<file path="src/rtl/intr_responder_if.sv">
// Signal bundle between the interrupt responder and its controller/CPU environment.
// The master side drives requests and CPU status; the slave side is the responder.
interface intr_responder_if;
    logic        IRQ;
    logic [31:0] isr_addr;
    logic        error;
    logic        instr_boundary;
    logic [31:0] pc_next;
    logic        eret;
    logic        ie_we;
    logic        ie_wd;
    logic        err_clr;

    logic        IACK;
    logic        redirect_valid;
    logic [31:0] pc_redirect;
    logic [31:0] epc;
    logic        in_isr;
    logic        ie;
    logic        err_sticky;
    logic [15:0] int_count;

    modport master (
        output IRQ, isr_addr, error, instr_boundary, pc_next, eret,
               ie_we, ie_wd, err_clr,
        input  IACK, redirect_valid, pc_redirect, epc, in_isr, ie,
               err_sticky, int_count
    );

    modport slave (
        input  IRQ, isr_addr, error, instr_boundary, pc_next, eret,
               ie_we, ie_wd, err_clr,
        output IACK, redirect_valid, pc_redirect, epc, in_isr, ie,
               err_sticky, int_count
    );
endinterface

</file>
<file path="src/rtl/intr_responder.sv">
// Interrupt entry/return sequencer: accepts a request at an instruction boundary,
// redirects the CPU to the vector, and redirects back to the saved PC on eret.
module intr_responder (
    input  logic             clk,
    input  logic             rst,
    intr_responder_if.slave  bus
);

    typedef enum logic [1:0] {
        S_IDLE    = 2'd0,
        S_ENTER   = 2'd1,
        S_SERVICE = 2'd2,
        S_EXIT    = 2'd3
    } state_e;

    state_e      state_q;
    logic        ie_q;
    logic        iack_q;
    logic        redirect_valid_q;
    logic [31:0] pc_redirect_q;
    logic [31:0] epc_q;
    logic        in_isr_q;
    logic        err_sticky_q;
    logic [15:0] int_count_q;
    logic [15:0] int_count_d;
    logic        accept;
    logic        err_set;

    assign accept      = (state_q == S_IDLE) && bus.IRQ && ie_q && bus.instr_boundary;
    assign err_set     = bus.error || (bus.eret && (state_q != S_SERVICE));
    assign int_count_d = (int_count_q == 16'hFFFF) ? int_count_q : int_count_q + 16'd1;

    always_ff @(posedge clk) begin
        if (rst) begin
            state_q          <= S_IDLE;
            ie_q             <= 1'b0;
            iack_q           <= 1'b0;
            redirect_valid_q <= 1'b0;
            pc_redirect_q    <= 32'd0;
            epc_q            <= 32'd0;
            in_isr_q         <= 1'b0;
            err_sticky_q     <= 1'b0;
            int_count_q      <= 16'd0;
        end else begin
            iack_q           <= 1'b0;
            redirect_valid_q <= 1'b0;
            pc_redirect_q    <= 32'd0;

            if (err_set) begin
                err_sticky_q <= 1'b1;
            end else if (bus.err_clr) begin
                err_sticky_q <= 1'b0;
            end

            case (state_q)
                S_IDLE: begin
                    // The accept decision uses the old ie; a coincident write loses.
                    if (accept) begin
                        state_q          <= S_ENTER;
                        epc_q            <= bus.pc_next;
                        ie_q             <= 1'b0;
                        iack_q           <= 1'b1;
                        redirect_valid_q <= 1'b1;
                        pc_redirect_q    <= bus.isr_addr;
                        int_count_q      <= int_count_d;
                        in_isr_q         <= 1'b1;
                    end else if (bus.ie_we) begin
                        ie_q <= bus.ie_wd;
                    end
                end
                S_ENTER: begin
                    state_q <= S_SERVICE;
                end
                S_SERVICE: begin
                    if (bus.ie_we) begin
                        ie_q <= bus.ie_wd;
                    end
                    if (bus.eret) begin
                        state_q          <= S_EXIT;
                        redirect_valid_q <= 1'b1;
                        pc_redirect_q    <= epc_q;
                        in_isr_q         <= 1'b0;
                    end
                end
                S_EXIT: begin
                    // Re-enabling here overrides any ie write made alongside eret.
                    ie_q    <= 1'b1;
                    state_q <= S_IDLE;
                end
                default: begin
                    state_q <= S_IDLE;
                end
            endcase
        end
    end

    assign bus.IACK           = iack_q;
    assign bus.redirect_valid = redirect_valid_q;
    assign bus.pc_redirect    = pc_redirect_q;
    assign bus.epc            = epc_q;
    assign bus.in_isr         = in_isr_q;
    assign bus.ie             = ie_q;
    assign bus.err_sticky     = err_sticky_q;
    assign bus.int_count      = int_count_q;

endmodule

</file>
<file path="src/flat_wrapper.sv">
// flat-port wrapper written by rule: the top's interface ports become plain ports
module intr_responder_flat 
  (clk, rst, bus_IRQ, bus_isr_addr, bus_error, bus_instr_boundary, bus_pc_next, bus_eret, bus_ie_we, bus_ie_wd, bus_err_clr, bus_IACK, bus_redirect_valid, bus_pc_redirect, bus_epc, bus_in_isr, bus_ie, bus_err_sticky, bus_int_count);
  intr_responder_if bus_i ();
  input  logic clk;
  input  logic rst;
  input wire logic [$bits(bus_i.IRQ)-1:0] bus_IRQ;
  input wire logic [$bits(bus_i.isr_addr)-1:0] bus_isr_addr;
  input wire logic [$bits(bus_i.error)-1:0] bus_error;
  input wire logic [$bits(bus_i.instr_boundary)-1:0] bus_instr_boundary;
  input wire logic [$bits(bus_i.pc_next)-1:0] bus_pc_next;
  input wire logic [$bits(bus_i.eret)-1:0] bus_eret;
  input wire logic [$bits(bus_i.ie_we)-1:0] bus_ie_we;
  input wire logic [$bits(bus_i.ie_wd)-1:0] bus_ie_wd;
  input wire logic [$bits(bus_i.err_clr)-1:0] bus_err_clr;
  output wire logic [$bits(bus_i.IACK)-1:0] bus_IACK;
  output wire logic [$bits(bus_i.redirect_valid)-1:0] bus_redirect_valid;
  output wire logic [$bits(bus_i.pc_redirect)-1:0] bus_pc_redirect;
  output wire logic [$bits(bus_i.epc)-1:0] bus_epc;
  output wire logic [$bits(bus_i.in_isr)-1:0] bus_in_isr;
  output wire logic [$bits(bus_i.ie)-1:0] bus_ie;
  output wire logic [$bits(bus_i.err_sticky)-1:0] bus_err_sticky;
  output wire logic [$bits(bus_i.int_count)-1:0] bus_int_count;
  assign bus_i.IRQ = bus_IRQ;
  assign bus_i.isr_addr = bus_isr_addr;
  assign bus_i.error = bus_error;
  assign bus_i.instr_boundary = bus_instr_boundary;
  assign bus_i.pc_next = bus_pc_next;
  assign bus_i.eret = bus_eret;
  assign bus_i.ie_we = bus_ie_we;
  assign bus_i.ie_wd = bus_ie_wd;
  assign bus_i.err_clr = bus_err_clr;
  assign bus_IACK = bus_i.IACK;
  assign bus_redirect_valid = bus_i.redirect_valid;
  assign bus_pc_redirect = bus_i.pc_redirect;
  assign bus_epc = bus_i.epc;
  assign bus_in_isr = bus_i.in_isr;
  assign bus_ie = bus_i.ie;
  assign bus_err_sticky = bus_i.err_sticky;
  assign bus_int_count = bus_i.int_count;
  intr_responder u_core (.clk(clk), .rst(rst), .bus(bus_i));
endmodule
</file>
<file path="config.mk">
export PLATFORM = sky130hd
export DESIGN_NAME = intr_responder_flat
export DESIGN_NICKNAME = d
export VERILOG_FILES = /design/src/rtl/intr_responder_if.sv /design/src/rtl/intr_responder.sv /design/src/flat_wrapper.sv
export SDC_FILE = /design/constraint.sdc
export NUM_CORES = 1
export LEC_CHECK = 0
export CORE_AREA = 3 3 95 97
export CTS_CLUSTER_SIZE = 24
export DETAILED_ROUTE_END_ITERATION = 8
export DIE_AREA = 0 0 98 100
export PLACE_DENSITY = 0.78
export SYNTH_ARGS = -nofsm -noshare
export SYNTH_HDL_FRONTEND = slang
export SYNTH_SLANG_ARGS = --single-unit
export TNS_END_PERCENT = 50
</file>
<file path="constraint.sdc">
create_clock -name clk -period 2.55 [get_ports clk]
set_input_delay 0.51 -clock clk [delete_from_list [all_inputs] [get_ports clk]]
set_output_delay 0.51 -clock clk [all_outputs]
set_load 0.03 [all_outputs]
</file>
**Word-level counts from Yosys, hierarchy flattened**

Index checks and enable logic that the tools add are counted.

- Add/sub/neg operators: 1
- Eq/ne operators: 7
- Multiplexer cells: 17
- Bitwise logic cells: 2
- Reduce and logical (&&, ||, !) cells: 14

Operators by type and width:

| kind | count |
|---|---|
| $mux W32 | 2 |
| $pmux W32 S2 | 1 |
| $add A16 B1 Y16 const B | 1 |
| $eq A16 B16 Y1 const B | 1 |
| $mux W1 | 8 |
| $pmux W2 S4 | 1 |
| $reduce_and A3 Y1 | 2 |
| $eq A2 B2 Y1 const B | 2 |
| $logic_and A1 B1 Y1 | 4 |
| $mux W2 | 2 |
| $ne A2 B2 Y1 const B | 2 |
| $pmux W1 S2 | 2 |
| $reduce_and A2 Y1 | 2 |
| $reduce_bool A2 Y1 | 2 |
| $pmux W1 S3 | 1 |
| $reduce_bool A3 Y1 | 1 |
| $eq A2 B1 Y1 const B | 1 |
| $logic_not A2 Y1 | 1 |
| $ne A2 B1 Y1 const B | 1 |
| $not A1 Y1 | 2 |
| $reduce_or A2 Y1 | 1 |
| $logic_or A1 B1 Y1 | 1 |

- Flip-flop bits (word level): 87
- Input port bits: 73
- Output and inout port bits: 85
- Word-level logic and storage cells: 50

**Logic depth before layout (Yosys ltp)**

- Depth after elaboration: 6
- Mapped depth: 8

**Worst setup path after synthesis**

Ideal clock, no wire load.

- Path kind: reg-to-reg
- Start: reg u_core.state_q[0]
- End: reg u_core.int_count_q[15] (netlist: u_core.bus.int_count[15])
- Arrival: 2020 ps
- Required time: 2480 ps
- Path slack: 460 ps
- Cell stages (with the launch flop): 8
- Path buffers: 1
- Path through: dfxtp_1 > inv_1 > ha_1 > nand4_1 > or4_1 > clkbuf_1 > or4_1 > a21oi_1

- Longest elaborated chain between the ends: 5

RTL lines:

| what | line | RTL |
|---|---|---|
| start, declared | intr_responder.sv:16 | `state_e state_q;` |
| start signal, assigned | intr_responder.sv:35 | `state_q <= S_IDLE;` |
| start signal, assigned | intr_responder.sv:59 | `state_q <= S_ENTER;` |
| start signal, assigned | intr_responder.sv:72 | `state_q <= S_SERVICE;` |
| $logic_not A2 Y1 (*) | intr_responder.sv:29, intr_responder.sv:55 |  |
| $logic_and A1 B1 Y1 (3 in a row) | intr_responder.sv:29 | `assign accept = (state_q == S_IDLE) && bus.IRQ && ie_q && bus.instr_boundary;` |
| $reduce_and A3 Y1 (no line) (*) | n/a |  |
| end signal, assigned | intr_responder.sv:65 | `int_count_q <= int_count_d;` |
| end, declared | intr_responder.sv:24 | `logic [15:0] int_count_q;` |

Mark *: on every way between the ends. The rest lies on a longest branch, timed or not.
A chain may end at the register's enable or synchronous reset.

**Worst setup path after layout**

Same ends and word-level chain as after synthesis.

==> impl_metrics.ini <==
[setup_path]
crit_fanout = 8
timing.rr.start = u_core.state_q[0]$_SDFFE_PP0P_
crit_type = reg -> reg
arrival_ns = 2.60
r2r_cells = 6
startpoint_type = register
r2r_slack_ns = 0.24
r2r-end = u_core.bus.int_count[15]$_SDFFE_PP0P_
required_ns = 2.83
crit_path_end_kind = register

[drt]
first_pass_iters = 4
drc = 0
wl_um = 9950
drt_iter0_drc = 138
wl_per_cell_um = 15.4
num_vias = 3326
postRouteAntennaNets = 0
viasPerCell = 5.16

[global_routing]
grt_usage_pct = 19.8
grt_pass1_wl_um = 15700
antenna_found_initial = 0
grt_max_degree = 70
overflow = 0
grt_pass1_vias = 3219

[clocking]
cts_resized = 0
cts_num_sinks = 87
cts_tree = built
cts-root-buf = clkbuf_8
clk_pin_slew_worst_paths_ns = 0.09
ctsHoldBuffers = 0
numCtsBuffers = 9
clock_latency_ns = 0.35
cts_setup_buffers = 0
cts-htree-levels = 3
cts_buffer_depth = 2

[sta]
final_hold_viol_count = 0
fin_tns_setup_ns = 0
rsz0062_at_grt = no
fmax_mhz = 433
fin_crit_sh_pct = 90.6
skew_ns = 0.0115
period_needed_ns = 2.31
worst-slew-pin-transition_ns = 0.685
finalSetupViolCount = 0
max_slew_margin_pct = 54.3
slew_viol_final = 0

[place]
hpwl_um = 7190
place_area_um2 = 4960
io_buffers = 157
gp_congestion = 0.883

[floorplan]
start_util_pct = 39.9
die-height_um = 100
pin_count = 158
core_region_area_um2 = 8220
row_count = 33
dieArea_um2 = 9800
die_x_um = 98

[synthesis]
synthFlopType = dfxtp_1
synthArstFlopShare_pct = 0
synth_edf_count = 0
synth_seq_cells = 87
syn_area_um2 = 3280
syn_nets = 462
postSynthCellCount = 384
syn_avg_cell_area_um2 = 8.54
yosys_warnings = 0
ys_types = 35
synth_seq_area_share_pct = 53.1

[worst_hold_path]
hp-class = reg -> reg
holdPathStages = 2
holdPathEnd = u_core.bus.epc[1]$_SDFFE_PP0P_
worstHoldStart = u_core.bus.epc[1]$_SDFFE_PP0P_

[pwr]
powerDensity_nw_per_um2 = 596
p_total_mw = 3.07
p_leak_nw = 1.74
vdd_drop_max_mv = 0.383

[job]
drv_cap = 0

[final_layout]
drive_above_1_share_pct = 5.57
finalInstanceArea_um2 = 5160
nets = 612
syn_to_final_growth_pct = 57.3
antenna_cells = 0

[outcome]
status = finished, final reports clean
[power by group]
group / leakage [nW] / switching, mW / internal (mW)
clock network: 0.0927 / 0.492 / 0.458
registers: 0.703 / 0.0469 / 1.42
logic: 0.946 / 0.373 / 0.284
[cells by family (layout without fill, tap and decap cells)]
| family | Yosys count | count (layout) | share of synthesized area [%] |
|---|---|---|---|
| simple gates | 153 | 153 | 20.5 |
| fa+ha+maj | 5 | 5 | 1.91 |
| mux | 4 | 4 | 1.30 |
| compound gates | 99 | 99 | 19.1 |
| flops | 87 | 87 | 53.1 |
| buf+inv | 36 | 191 | 4.12 |
[registers in the layout, summed over array words and instances, names as in the netlist]
signal,count
u_core.state_q,2
u_core.bus.pc_redirect,32
u_core.bus.redirect_valid,1
u_core.bus.epc,32
u_core.bus.in_isr,1
u_core.bus.IACK,1
u_core.bus.ie,1
u_core.bus.err_sticky,1
u_core.bus.int_count,16
[area by class of cell]
class                           count  area [um2]
Fill cell                         706        3060
Sequential cell                    87        1740
Clock buffer                       10         128
Inverter                            9        33.8
Multi-Input combinational cell    261        1410
Tap cell                          105         131
Clock inverter                      6        71.3
Timing Repair Buffer              166        1650
[placed cells by master, fill, tap and decap left out, types with 2 or more instances in the layout]
master and count:
or3_1 3, a21oi_1 44, inv_1 9, nor2_1 46
nand4_1 7, nor4_1 2, nor2b_1 2, mux2i_1 2
dfxtp_1 87, buf_4 8, clkinv_4 3, clkdlybuf4s50_1 156
clkinvlp_4 2, or4_1 8, nor3_1 3, and4_1 2
a22oi_1 32, nand3_1 4, mux2_2 2, o21ai_0 4
clkbuf_8 9, o31ai_1 8, nand2_1 72, ha_1 5
[routing by layer]
metal,wire [um],GRT usage [%]
met5,0,0
met4,250,8.52
met3,614,4.31
met2,5090,34.9
met1,3990,23.3
[cells in the mapped netlist (all sizes together), types with 2 or more instances]
| master | instances | area, um2 |
|---|---|---|
| dfxtp | 87 | 1740 |
| nand2 | 72 | 270 |
| nor2 | 46 | 173 |
| a21oi | 44 | 220 |
| a22oi | 32 | 240 |
| clkbuf | 25 | 93.8 |
| inv | 9 | 33.8 |
| o31ai | 8 | 60.1 |
| or4 | 8 | 60.1 |
| nand4 | 7 | 43.8 |
| ha | 5 | 62.6 |
| o21ai | 5 | 25.0 |
| nand3 | 4 | 20.0 |
| and4 | 3 | 26.3 |
| nor3 | 3 | 15.0 |
| or3 | 3 | 18.8 |
| buf | 2 | 7.51 |
| mux2 | 2 | 22.5 |
| mux2i | 2 | 20.0 |
| nor2b | 2 | 12.5 |
| nor4 | 2 | 12.5 |
[critical path, stage by stage, from the launching register on]
cell and delay [ns]:
dfxtp_1 0.35, inv_1 0.09, ha_1 0.31, nand4_1 0.16, or4_1 0.69, or4_1 0.51
a21oi_1 0.15
[stage by stage]
| stage | util [%] | worst slack (ns) | hold slack [ns] | std cells |
|---|---|---|---|---|
| final | 62.8 | 0.239 | 0.473 | 644 |
| after global routing | 62.8 | 0.106 | 0.494 | 644 |
| after CTS | 62.8 | 0.238 | 0.475 | 644 |
| after detailed placement | 60.4 | 0.0367 | 0.464 | 628 |
| after global placement | 60.4 | 0.0726 | 0.457 | 628 |
| after floorplan | - | 0.460 | 0.495 | 384 |
[how the worst max path moves through the flow]
stage                                         startpoint                                    end  slack [ns]  cells past startpoint
after detailed placement              bus_instr_boundary  u_core.bus.int_count[15]$_SDFFE_PP0P_        0.04                      5
after global routing      u_core.state_q[1]$_SDFFE_PP0P_  u_core.bus.int_count[15]$_SDFFE_PP0P_        0.11                      6
after CTS                 u_core.state_q[0]$_SDFFE_PP0P_  u_core.bus.int_count[15]$_SDFFE_PP0P_        0.24                      6
after global placement                bus_instr_boundary  u_core.bus.int_count[15]$_SDFFE_PP0P_        0.07                      5
after floorplan           u_core.state_q[0]$_SDFFE_PP0P_  u_core.bus.int_count[15]$_SDFFE_PP0P_        0.46                      7
final                     u_core.state_q[0]$_SDFFE_PP0P_  u_core.bus.int_count[15]$_SDFFE_PP0P_        0.24                      6
Note: power is estimated with default switching activity, not from simulation.
